==> src/rtl/code_sender.sv <==
// code_sender: initiator side of the scanner code interface.
// Latches an access code on start, presents it to the scanner with enable held
// high, and waits for code_valid. A timed-out attempt drops enable for GAP_CYC
// cycles so the scanner re-arms, then retries up to MAX_RETRY times. The transfer
// ends with a one-cycle done (accepted) or error (all attempts timed out) pulse.
//
// Ports:
//   clk, rst_n    clock, asynchronous active-low reset
//   start_i       request a transfer (sampled only while idle)
//   abort_i       cancel any transfer, return to idle (priority over start_i)
//   code_in_i     code to send, sampled on the accepting start edge
//   code_valid_i  scanner acknowledge
//   enable_o      scanner enable
//   code_o        latched code while sending, else 0
//   busy_o        high while a transfer is in progress
//   done_o        one-cycle pulse: code accepted
//   error_o       one-cycle pulse: all attempts timed out
//   attempts_o    retries used; held until the next accepted start
module code_sender #(
  parameter int unsigned CODE_W    = 4,
  parameter int unsigned TIMEOUT   = 8,
  parameter int unsigned MAX_RETRY = 2,
  parameter int unsigned GAP_CYC   = 1,
  localparam int unsigned ATT_W    = (MAX_RETRY > 0) ? $clog2(MAX_RETRY + 1) : 1
) (
  input  logic              clk,
  input  logic              rst_n,
  input  logic              start_i,
  input  logic              abort_i,
  input  logic [CODE_W-1:0] code_in_i,
  input  logic              code_valid_i,
  output logic              enable_o,
  output logic [CODE_W-1:0] code_o,
  output logic              busy_o,
  output logic              done_o,
  output logic              error_o,
  output logic [ATT_W-1:0]  attempts_o
);

  // One counter serves both the SEND timeout and the GAP length.
  localparam int unsigned CNT_MAX = (TIMEOUT > GAP_CYC) ? TIMEOUT : GAP_CYC;
  localparam int unsigned CNT_W   = (CNT_MAX > 1) ? $clog2(CNT_MAX) : 1;

  typedef enum logic [2:0] {
    S_IDLE,
    S_SEND,
    S_GAP,
    S_DONE,
    S_FAIL
  } state_e;

  state_e            state_q, state_d;
  logic [CNT_W-1:0]  cnt_q, cnt_d;
  logic [ATT_W-1:0]  att_q, att_d;
  logic [CODE_W-1:0] latch_q, latch_d;

  logic              enable_q, enable_d;
  logic [CODE_W-1:0] code_q, code_d;
  logic              busy_q, busy_d;
  logic              done_q, done_d;
  logic              error_q, error_d;

  // Next-state logic; outputs are decoded from the next state so they line up
  // with the state they describe once registered.
  always_comb begin
    state_d = state_q;
    cnt_d   = cnt_q;
    att_d   = att_q;
    latch_d = latch_q;

    unique case (state_q)
      S_IDLE: begin
        if (start_i && !abort_i) begin
          latch_d = code_in_i;
          att_d   = '0;
          cnt_d   = '0;
          state_d = S_SEND;
        end
      end
      S_SEND: begin
        if (abort_i) begin
          cnt_d   = '0;
          state_d = S_IDLE;
        end else if (code_valid_i) begin
          // An ack on the timeout edge still counts as accepted.
          cnt_d   = '0;
          state_d = S_DONE;
        end else if (cnt_q == CNT_W'(TIMEOUT - 1)) begin
          cnt_d   = '0;
          state_d = (att_q < ATT_W'(MAX_RETRY)) ? S_GAP : S_FAIL;
        end else begin
          cnt_d = cnt_q + CNT_W'(1);
        end
      end
      S_GAP: begin
        if (abort_i) begin
          cnt_d   = '0;
          state_d = S_IDLE;
        end else if (cnt_q == CNT_W'(GAP_CYC - 1)) begin
          cnt_d   = '0;
          att_d   = att_q + ATT_W'(1);
          state_d = S_SEND;
        end else begin
          cnt_d = cnt_q + CNT_W'(1);
        end
      end
      S_DONE:  state_d = S_IDLE;
      S_FAIL:  state_d = S_IDLE;
      default: state_d = S_IDLE;
    endcase

    enable_d = (state_d == S_SEND);
    code_d   = enable_d ? latch_d : '0;
    busy_d   = (state_d != S_IDLE);
    done_d   = (state_d == S_DONE);
    error_d  = (state_d == S_FAIL);
  end

  // State and output registers.
  always_ff @(posedge clk or negedge rst_n) begin
    if (!rst_n) begin
      state_q  <= S_IDLE;
      cnt_q    <= '0;
      att_q    <= '0;
      latch_q  <= '0;
      enable_q <= 1'b0;
      code_q   <= '0;
      busy_q   <= 1'b0;
      done_q   <= 1'b0;
      error_q  <= 1'b0;
    end else begin
      state_q  <= state_d;
      cnt_q    <= cnt_d;
      att_q    <= att_d;
      latch_q  <= latch_d;
      enable_q <= enable_d;
      code_q   <= code_d;
      busy_q   <= busy_d;
      done_q   <= done_d;
      error_q  <= error_d;
    end
  end

  assign enable_o   = enable_q;
  assign code_o     = code_q;
  assign busy_o     = busy_q;
  assign done_o     = done_q;
  assign error_o    = error_q;
  assign attempts_o = att_q;

endmodule

==> config.mk <==
export PLATFORM = sky130hd
export DESIGN_NAME = code_sender
export DESIGN_NICKNAME = d
export VERILOG_FILES = /design/src/rtl/code_sender.sv
export SDC_FILE = /design/constraint.sdc
export NUM_CORES = 1
export LEC_CHECK = 0
export CORE_MARGIN = 2
export CORE_UTILIZATION = 50
export CTS_CLUSTER_DIAMETER = 80
export DETAILED_ROUTE_END_ITERATION = 8
export PLACE_DENSITY = 0.86
export SLEW_MARGIN = 5
export SYNTH_ARGS = -nofsm -noshare
export SYNTH_HDL_FRONTEND = slang
export SYNTH_SLANG_ARGS = --single-unit
==> constraint.sdc <==
create_clock -name clk -period 2.4 [get_ports clk]
set_clock_uncertainty 0.15 [all_clocks]
set_input_delay 0.48 -clock clk [delete_from_list [all_inputs] [get_ports clk]]
set_output_delay 0.48 -clock clk [all_outputs]
set_load 0.05 [all_outputs]
After elaboration in Yosys (flattened, before gate mapping)

Index checks and enable logic that the tools add are counted.

Flip-flop bits (word level): 20
Input bits: 9
Output and inout bits: 10

Add/sub/neg operators: 2
Magnitude comparators: 1
Eq/ne operators: 9
Mux-type cells: 22
Reduce and logical (&&, ||, !) cells: 9

Operators by type and width:

| operator                                                              | number |
|---|---|
| 3-bit 2-to-1 mux                                                      | 13 |
| 3-bit one-hot mux with 3 select lines                                 | 2 |
| 4-bit 2-to-1 mux                                                      | 3 |
| 3-bit by 1-bit equality test with 1-bit output, second input constant | 2 |
| 3-bit by 2-bit equality test with 1-bit output, second input constant | 2 |
| 3-bit equality test, second input constant                            | 2 |
| 3-bit logical NOT                                                     | 2 |
| 2-bit 2-to-1 mux                                                      | 3 |
| 2-bit inequality test, second input constant                          | 3 |
| 3-bit nonzero test                                                    | 2 |
| 2-bit one-hot mux with 2 select lines                                 | 1 |
| 4-bit AND reduction                                                   | 1 |
| 3-bit by 1-bit adder with 3-bit output, second input constant         | 1 |
| 2-bit by 1-bit adder with 2-bit output, second input constant         | 1 |
| 2-bit < comparator, second input constant                             | 1 |
| 2-bit AND reduction                                                   | 1 |
| 2-bit nonzero test                                                    | 1 |
| 1-bit logical AND                                                     | 1 |
| 1-bit logical NOT                                                     | 1 |

Depth between registers and ports, before layout

Gate-level depths: netlist of the first run.

Word-level depth: 8
Gate-level depth with buffers: 6
Mapped depth without buffers: 6

Worst setup path after synthesis of the first run

No wires, ideal clock.

Path type: input to register
Start: in abort_i
End: reg code_q[0], in the netlist code_o[0]
Setup time: 127 ps
Arrival: 1775 ps
Data required time: 2123 ps
Setup slack: 348 ps
Stages on the path: 5
Buffers on the path: 1
Path through: buf_6 > or4b_4 > nor2_2 > mux2_2 > nor2b_2

RTL lines:

| item                 | line | text |
|---|---|---|
| from (decl)          | 29   | `input logic abort_i,` |
| 1-bit logical NOT    | 73   | `if (start_i && !abort_i) begin` |
| 1-bit logical AND    | 73   |  |
| 4-bit 2-to-1 mux     | 73   |  |
| 4-bit 2-to-1 mux     | 71   | `unique case (state_q)` |
| net latch_d[0]       | 55   | `logic [CODE_W-1:0] latch_q, latch_d;` |
| 4-bit 2-to-1 mux     | 113  | `code_d = enable_d ? latch_d : '0;` |
| net code_d[0]        | 58   | `logic [CODE_W-1:0] code_q, code_d;` |
| to (signal assigned) | 137  | `code_q <= code_d;` |
| to (decl)            | 58   |  |

The timed path passes the listed nets, and every way through them passes these cells.
A chain may end at the register's enable or synchronous reset.

Final worst setup path of the first run

Start: reg att_q[1], in the netlist attempts_o[1]
End: out attempts_o[1]

RTL lines:

| item                   | line | text |
|---|---|---|
| from (decl)            | 54   | `logic [ATT_W-1:0] att_q, att_d;` |
| from (signal assigned) | 134  | `att_q <= att_d;` |
| to (decl)              | 37   | `output logic [ATT_W-1:0] attempts_o` |

No word-level cell between the ends.

==> results of run 1 <==
[power breakdown]
group	internal, mW	leakage [nW]	switching, mW
Sequential	0.366	0.266	0.0153
Combinational	0.0837	0.286	0.103
Clock	0.169	0.0279	0.106
[worst reg2reg max path, stage by stage, from the launching register on]
cell and delay, ns:
dfrtp_1 0.43, or4b_4 0.56, nor2_2 0.24, mux2_2 0.39, nor2b_2 0.15
[registers in the layout, indices dropped and copies added, names as in the netlist]
signal      cells
attempts_o      2
busy_o          1
cnt_q           3
code_o          4
done_o          1
enable_o        1
error_o         1
latch_q         4
state_q         3
[worst paths after layout]
kind                                              to                       from  cells past startpoint
worst min register to register  latch_q[2]$_DFF_PN0_       latch_q[2]$_DFF_PN0_                      1
min in group clk                latch_q[2]$_DFF_PN0_       latch_q[2]$_DFF_PN0_                      1
worst min-delay path            cnt_q[2]$_DFFE_PN0P_                      rst_n                      2
max in group asynchronous       latch_q[0]$_DFF_PN0_                      rst_n                      2
worst max-delay path                   attempts_o[1]  attempts_o[1]$_DFFE_PN0P_                      1
worst max register to register   code_o[3]$_DFF_PN0_       state_q[2]$_DFF_PN0_                      4
[cells by family after synthesis]
logic type	count (synthesis)	synth area share
fa+ha+maj	4	0.0498
mux	4	0.0448
flops	20	0.498
buf+inv	9	0.0486
compound gates	18	0.172
simple gates	28	0.187
[layer usage]
metal  wire length, um  vias to the layer above  track usage
li1                  -                      344            -
met1               850                      348        0.211
met2              1030                       13        0.342
met3                47                        6       0.0307
met4                51                        0       0.0952
met5                 0                        -            0
[stage by stage]
| step | area (um2) | worst slack, ns | utilization | power (mW) | std cells |
|---|---|---|---|---|---|
| after floorplan | 1000 | 0.348 | - | 0.505 | 83 |
| final | 1290 | 0.156 | 0.673 | 0.843 | 136 |
| after detailed placement | 1240 | -0.0969 | 0.646 | 0.576 | 132 |
| after CTS | 1290 | 0.161 | 0.673 | 0.849 | 136 |
| after global placement | 1240 | -0.0419 | 0.646 | 0.567 | 132 |
| after global routing | 1290 | 0.106 | 0.673 | 0.878 | 136 |
[cells in the final DEF (no fill, tap or decap), drive strengths merged]
master	synthesis	final
or2	1	1
nor4	1	1
bufinv	0	1
or4b	2	2
o31ai	1	1
or2b	1	1
clkdlybuf4s50	0	18
clkbuf	0	3
or3	1	1
mux2	4	4
o22ai	1	1
nor2b	6	6
buf	2	6
and2b	1	1
a21o	1	1
ha	4	4
nor3	2	2
inv	7	7
or3b	2	2
a32o	2	2
and2	2	2
o32a	1	1
nand2b	2	2
nor2	2	2
dfrtp	20	20
o211ai	2	2
o21ai	5	5
o22a	1	1
o32ai	1	1
nand2	5	5
a21oi	3	3
[final cells by class]
| class | instances | share of cell area |
|---|---|---|
| clock buffers | 3 | 0.0174 |
| clock inverters | 1 | 0.0232 |
| inverters | 7 | 0.0203 |
| multi-input cells | 54 | 0.352 |
| flip-flops and latches | 20 | 0.387 |
| well taps | 27 | 0.0261 |
| repair buffers | 24 | 0.174 |
==> reports/summary.txt, run 1 <==
Max Cap Violations - 0
WS Path Type - reg -> out
WP data required - 1.77 ns
Initial antenna violation count - 0
Worst EP arrival - 1.61 ns
Gr usage total - 0.188
WHS - 0.342 ns
Clock root cell - clkbuf_4
Status - finished, final reports clean
Crit path buffers/inverters - 1
Footprint of the multi-input gates - 455 um2
Resized Gates After CTS - 0
Final Max Tran Viols - 0
First-pass GRT wire length - 3.36 mm
Reg clk slew, reported paths - 0.12 ns
Post-Syn Instances - 83
Ant diodes - 0
Post-synth top area cell - dfrtp_1
Peak VDD IR - 0.416 mV
Top Family by Delay on Critical Path - buffers and inverters
Congestion Overflow GR - 0
Slew HR - 0.667
Area Growth Syn to Fin - 28.8%
1st-iter DRT viols - 3
Area contributors post-synth - dfrtp_1 50%, ha_1 5.0%, mux2_2 4.5%
Dpl hpwl - 1.48 mm
Register area - 500 um2
Worst Setup End Kind - output port
IO Count - 19
Worst-path fanout max - 5
Synth cell types - 36
Syn Area/Cell - 12.1 um2
Setup TNS - 0 ns
Static Leak - 0.580 nW
Slowest stage cell, crit path - clkdlybuf4s50_1
Final WL - 1.98 mm
Fmax - 0.446 GHz
Dominant synthesized flop cell - dfrtp_1
TritonRoute pass-1 iters - 4
CTS Buf Count - 3
DR DRC count - 0
Layout cell share with drive strength beyond 1 - 0.275
Via-to-Cell Ratio - 5.23
Synth top area share - 0.498
Async S/R FF share, synth - 1.00
Starting Density - 0.523
Syn Nets - 96
CP peak stage delay - 0.84 ns
Drt wl/cell - 14.5 um
Number of synthesized flops with an enable pin - 0
YS warnings - 0
# port buffers - 18
Die H - 48.8 um
Final #Nets - 123
Final Wtd Congestion - 0.771
Vias in the first global route - 755
Hold Fails Final Rpt - 0
CTS H-tree depth - 1
Setup Viol. Count Final - 0
Die Footprint - 2380 um2
Setup repair bufs after CTS - 0
Clk buf depth - 2
Worst Tran Pin Value - 0.498 ns
Filler Cells Inserted - 161
Clock Latency Late Sink - 0.30 ns
Final critical-path share of the clock period - 0.935
Antenna viol nets, final - 0
Vias post-DR - 711
Unrepaired setup endpoints after global routing - no
TritonCTS clock tree - done
Largest net degree at the start of global routing - 21
Count leader, synth - dfrtp_1
Sequential area share after synthesis - 0.498
Startpoint Class - flop
Reg2reg setup slack - 0.38 ns
Core Area - 1920 um2
Hold Buf Count CTS - 0
PwrDens - 652 nW/um2
Hold Crit Class - in -> async
Site Rows - 16
Die Span X - 48.8 um
Crit-path cells - clkdlybuf4s50_1
Synth Register Bits - 20
Top post-synthesis cells by count - 20 x dfrtp_1, 6 x inv_1, 5 x nand2_1
Tmin final - 2.24 ns
Mapped cell area - 1000 um2
Clock sinks - 20
Note: power is estimated with default switching activity, not from simulation.
==> run 2, diff against run 1 <==
--- a/config.mk
+++ b/config.mk
@@ -10,6 +10,7 @@
 export CTS_CLUSTER_DIAMETER = 80
 export DETAILED_ROUTE_END_ITERATION = 8
 export PLACE_DENSITY = 0.86
+export REMOVE_ABC_BUFFERS = 1
 export SLEW_MARGIN = 5
 export SYNTH_ARGS = -nofsm -noshare
 export SYNTH_HDL_FRONTEND = slang
==> reports/summary.txt, run 2 (synthesized netlist as in run 1, its figures left out) <==
IO Count - 19
Worst r2r dst - code_o[2]$_DFF_PN0_
Reg2reg path depth - 4
Top Layer Used - met4
Setup repair bufs after CTS - 0
Ant diodes - 0
Core Area - 1920 um2
Hold Fails Final Rpt - 0
Area Growth Syn to Fin - 27.1%
Final #Nets - 123
Slowest stage cell, crit path - clkdlybuf4s50_1
Vias post-DR - 708
Peak VDD IR - 0.388 mV
Most frequent cells in the layout - 20 x dfrtp_1, 18 x clkdlybuf4s50_1, 6 x inv_1, 6 x buf_4, 5 x nand2_1
Clock root cell - clkbuf_4
Dpl hpwl - 1.38 mm
M1 WL - 778 um
Die Footprint - 2380 um2
Clock Latency Late Sink - 0.29 ns
Initial antenna violation count - 0
Hold Crit Class - in -> async
WS Path Type - in -> reg
Most common cell after layout, fill and taps aside - dfrtp_1
CTS Buf Count - 3
Clock sinks - 20
Final Wtd Congestion - 0.787
Congestion Overflow GR - 0
Worst EP arrival - 2.23 ns
Die H - 48.8 um
Setup Viol. Count Final - 0
Resized Gates After CTS - 0
1st-iter DRT viols - 7
Unrepaired setup endpoints after global routing - no
Static Leak - 0.573 nW
Slew HR - 0.661
Die Span X - 48.8 um
CP peak stage delay - 0.49 ns
Startpoint Class - input port
Worst Tran Pin Value - 0.506 ns
Reg clk slew, reported paths - 0.11 ns
First-pass GRT wire length - 3.20 mm
DR WL met2 - 878 um
Fmax - 0.454 GHz
Reg2reg setup slack - 0.36 ns
Final WL - 1.75 mm
Via-to-Cell Ratio - 5.21
Worst-path fanout max - 5
Crit-path cells - clkdlybuf4s50_1, or4b_4, nor2_2, mux2_2, nor2b_2
Starting Density - 0.523
Site Rows - 16
CTS H-tree depth - 1
Antenna viol nets, final - 0
Drt wl/cell - 12.9 um
Tmin final - 2.21 ns
TritonRoute pass-1 iters - 4
Layout cell share with drive strength beyond 1 - 0.275
# port buffers - 18
Final critical-path share of the clock period - 0.919
Reg-to-reg startpoint - state_q[0]$_DFF_PN0_
TritonCTS clock tree - done
WHS - 0.350 ns
WL met3 - 74 um
Largest net degree at the start of global routing - 21
Hold Buf Count CTS - 0
Final Max Tran Viols - 0
Total power - 0.754 mW
Worst Setup End Kind - flop
Status - finished, final reports clean
PwrDens - 591 nW/um2
Vias in the first global route - 737
Gr usage total - 0.169
WP data required - 2.42 ns
DR DRC count - 0
Clk buf depth - 2
Max Cap Violations - 0
-- run 2: final cells by class --
cell class / instances / area [um2]
Sequential cell: 20 / 500
Fill cell: 153 / 644
Inverter: 7 / 26.3
Timing Repair Buffer: 24 / 225
Clock buffer: 4 / 36.3
Tap cell: 27 / 33.8
Multi-Input combinational cell: 54 / 455
-- run 2: per-layer routing --
metal / vias to the layer above / track usage
met1: 344 / 0.221
met2: 21 / 0.290
met3: 2 / 0.0368
li1: 341 / -
met5: - / 0
met4: 0 / 0.0381
-- run 2: worst max-delay path by stage --
stage / from / to / slack (ns) / cells after the start
after floorplan: abort_i / code_o[0]$_DFF_PN0_ / 0.47 / 4
after global placement: start_i / code_o[0]$_DFF_PN0_ / -0.04 / 5
after detailed placement: start_i / code_o[2]$_DFF_PN0_ / -0.11 / 5
after CTS: start_i / code_o[2]$_DFF_PN0_ / 0.20 / 5
after global routing: start_i / code_o[2]$_DFF_PN0_ / 0.16 / 5
final: start_i / code_o[2]$_DFF_PN0_ / 0.19 / 5
-- run 2: metrics by stage --
stage | cells | setup WS, ns | utilization | instance area [um2] | setup TNS (ns)
2_1_floorplan | 81 | 0.468 | - | 982 | 0
3_3_place_gp | 132 | -0.0368 | 0.646 | 1240 | -0.121
3_5_place_dp | 132 | -0.110 | 0.646 | 1240 | -0.487
4_1_cts | 136 | 0.200 | 0.665 | 1280 | 0
5_1_grt | 136 | 0.156 | 0.665 | 1280 | 0
6_report | 136 | 0.195 | 0.665 | 1280 | 0
-- run 2: where the power goes --
group	switching, mW	internal [mW]	total (mW)
Clock	0.0972	0.0922	0.189
Combinational	0.102	0.0838	0.186
Sequential	0.0133	0.366	0.379
Total	0.213	0.542	0.754
-- run 2: critical path, delay by kind of cell --
kind	cells	cell delay, ns
mux	1	0.38
simple gates	3	0.87
buf+inv	1	0.49
==> run 3, diff against run 2 <==
==> constraint.sdc (replaced) <==
create_clock -name clk -period 2.35 [get_ports clk]
set_clock_uncertainty 0.15 [all_clocks]
set_input_delay 0.47 -clock clk [delete_from_list [all_inputs] [get_ports clk]]
set_output_delay 0.47 -clock clk [all_outputs]
set_load 0.05 [all_outputs]
==> reports/summary.txt, run 3 (synthesized netlist as in run 1, its figures left out) <==
# port buffers - 18
Hold Buf Count CTS - 0
Final Max Tran Viols - 0
CP peak stage delay - 0.84 ns
Combinational share of power - 0.222
Hold Crit Class - in -> async
TritonRoute pass-1 iters - 4
Clock Latency Late Sink - 0.30 ns
Die H - 48.8 um
Worst-path fanout max - 5
Final Wtd Congestion - 0.792
WS Path Type - reg -> out
Final WL - 1.81 mm
Post-layout instance area - 1290 um2
Max Cap Violations - 0
IO Count - 19
Resized Gates After CTS - 0
Footprint of the multi-input gates - 455 um2
Core Area - 1920 um2
Via-to-Cell Ratio - 5.24
Dpl hpwl - 1.43 mm
Die Span X - 48.8 um
Crit-path cells - clkdlybuf4s50_1
Clock sinks - 20
Hold Fails Final Rpt - 0
Status - finished, final reports clean
Slowest stage cell, crit path - clkdlybuf4s50_1
Sequential Power Share - 0.452
Layout cell share with drive strength beyond 1 - 0.275
Area Growth Syn to Fin - 28.8%
Reg clk slew, reported paths - 0.11 ns
Fmax - 0.457 GHz
First-pass GRT wire length - 3.42 mm
CTS H-tree depth - 1
Peak VDD IR - 0.380 mV
Congestion Overflow GR - 0
Layout Cells excl Fill - 136
Internal Power - 0.631 mW
Crit path buffers/inverters - 1
Sw Pwr - 0.226 mW
CTS Buf Count - 3
DR DRC count - 0
Setup repair bufs after CTS - 0
Drt wl/cell - 13.3 um
Setup Viol. Count Final - 0
PwrDens - 663 nW/um2
Final #Nets - 123
Cell area after placement - 1240 um2
Startpoint Class - flop
Worst Tran Pin Value - 0.512 ns
1st-iter DRT viols - 12
Clock root cell - clkbuf_4
Slew HR - 0.657
Static Leak - 0.580 nW
Unrepaired setup endpoints after global routing - no
Largest net degree at the start of global routing - 21
Antenna viol nets, final - 0
Initial antenna violation count - 0
Clock share of power - 0.326
Worst Setup End Kind - output port
Tmin final - 2.19 ns
Clk buf depth - 2
Starting Density - 0.523
Register area - 500 um2
Top Family by Delay on Critical Path - buffers and inverters
Gr usage total - 0.185
Ant diodes - 0
Switching Share - 0.263
Vias post-DR - 712
Placed cell count - 132
Site Rows - 16
WP data required - 1.73 ns
TritonCTS clock tree - done
Filler Cells Inserted - 160
Most common cell after layout, fill and taps aside - dfrtp_1
Most frequent cells in the layout - 20 x dfrtp_1, 18 x clkdlybuf4s50_1, 6 x inv_1, 6 x buf_4, 5 x nand2_1
Worst EP arrival - 1.57 ns
Die Footprint - 2380 um2
Final critical-path share of the clock period - 0.931
Vias in the first global route - 750
run 3: cell type report:
class                           instances  share of cell area
Sequential cell                        20               0.387
Inverter                                7              0.0203
Clock inverter                          1              0.0232
Tap cell                               27              0.0261
Timing Repair Buffer                   24               0.174
Clock buffer                            3              0.0174
Multi-Input combinational cell         54               0.352
run 3: power by group through the flow:
stage                     registers, mW  clock network [mW]  logic, mW
after floorplan                   0.435                   0     0.0765
after global placement            0.393                   0      0.186
after detailed placement          0.395                   0      0.191
after global routing              0.392               0.296      0.204
after CTS                         0.388               0.286      0.192
final                             0.387               0.280      0.190
run 3: worst paths after layout:
kind / start / endpoint / slack (ns) / depth (start not counted)
max: attempts_o[1]$_DFFE_PN0P_ / attempts_o[1] / 0.16 / 1
min: rst_n / attempts_o[1]$_DFFE_PN0P_ / 0.33 / 2
max reg2reg: state_q[0]$_DFF_PN0_ / code_o[2]$_DFF_PN0_ / 0.31 / 4
min reg2reg: latch_q[2]$_DFF_PN0_ / latch_q[2]$_DFF_PN0_ / 0.36 / 1
max in group asynchronous: rst_n / error_o$_DFF_PN0_ / 1.52 / 2
min in group clk: latch_q[2]$_DFF_PN0_ / latch_q[2]$_DFF_PN0_ / 0.36 / 1
run 3: metal layers:
metal / part of all wire / global-route usage
met5: 0 / 0
met1: 0.43 / 0.244
met4: 0.015 / 0.0714
met2: 0.52 / 0.304
met3: 0.034 / 0.0337
run 3: metrics by stage:
step	power, mW	util	hold WS (ns)	setup TNS [ns]	worst slack [ns]
6_report	0.857	0.673	0.332	0	0.161
5_1_grt	0.893	0.673	0.365	0	0.0946
4_1_cts	0.866	0.673	0.338	0	0.154
3_5_place_dp	0.586	0.646	0.334	-0.536	-0.120
3_3_place_gp	0.580	0.646	0.326	-0.335	-0.0789
2_1_floorplan	0.512	-	0.0244	0	0.428
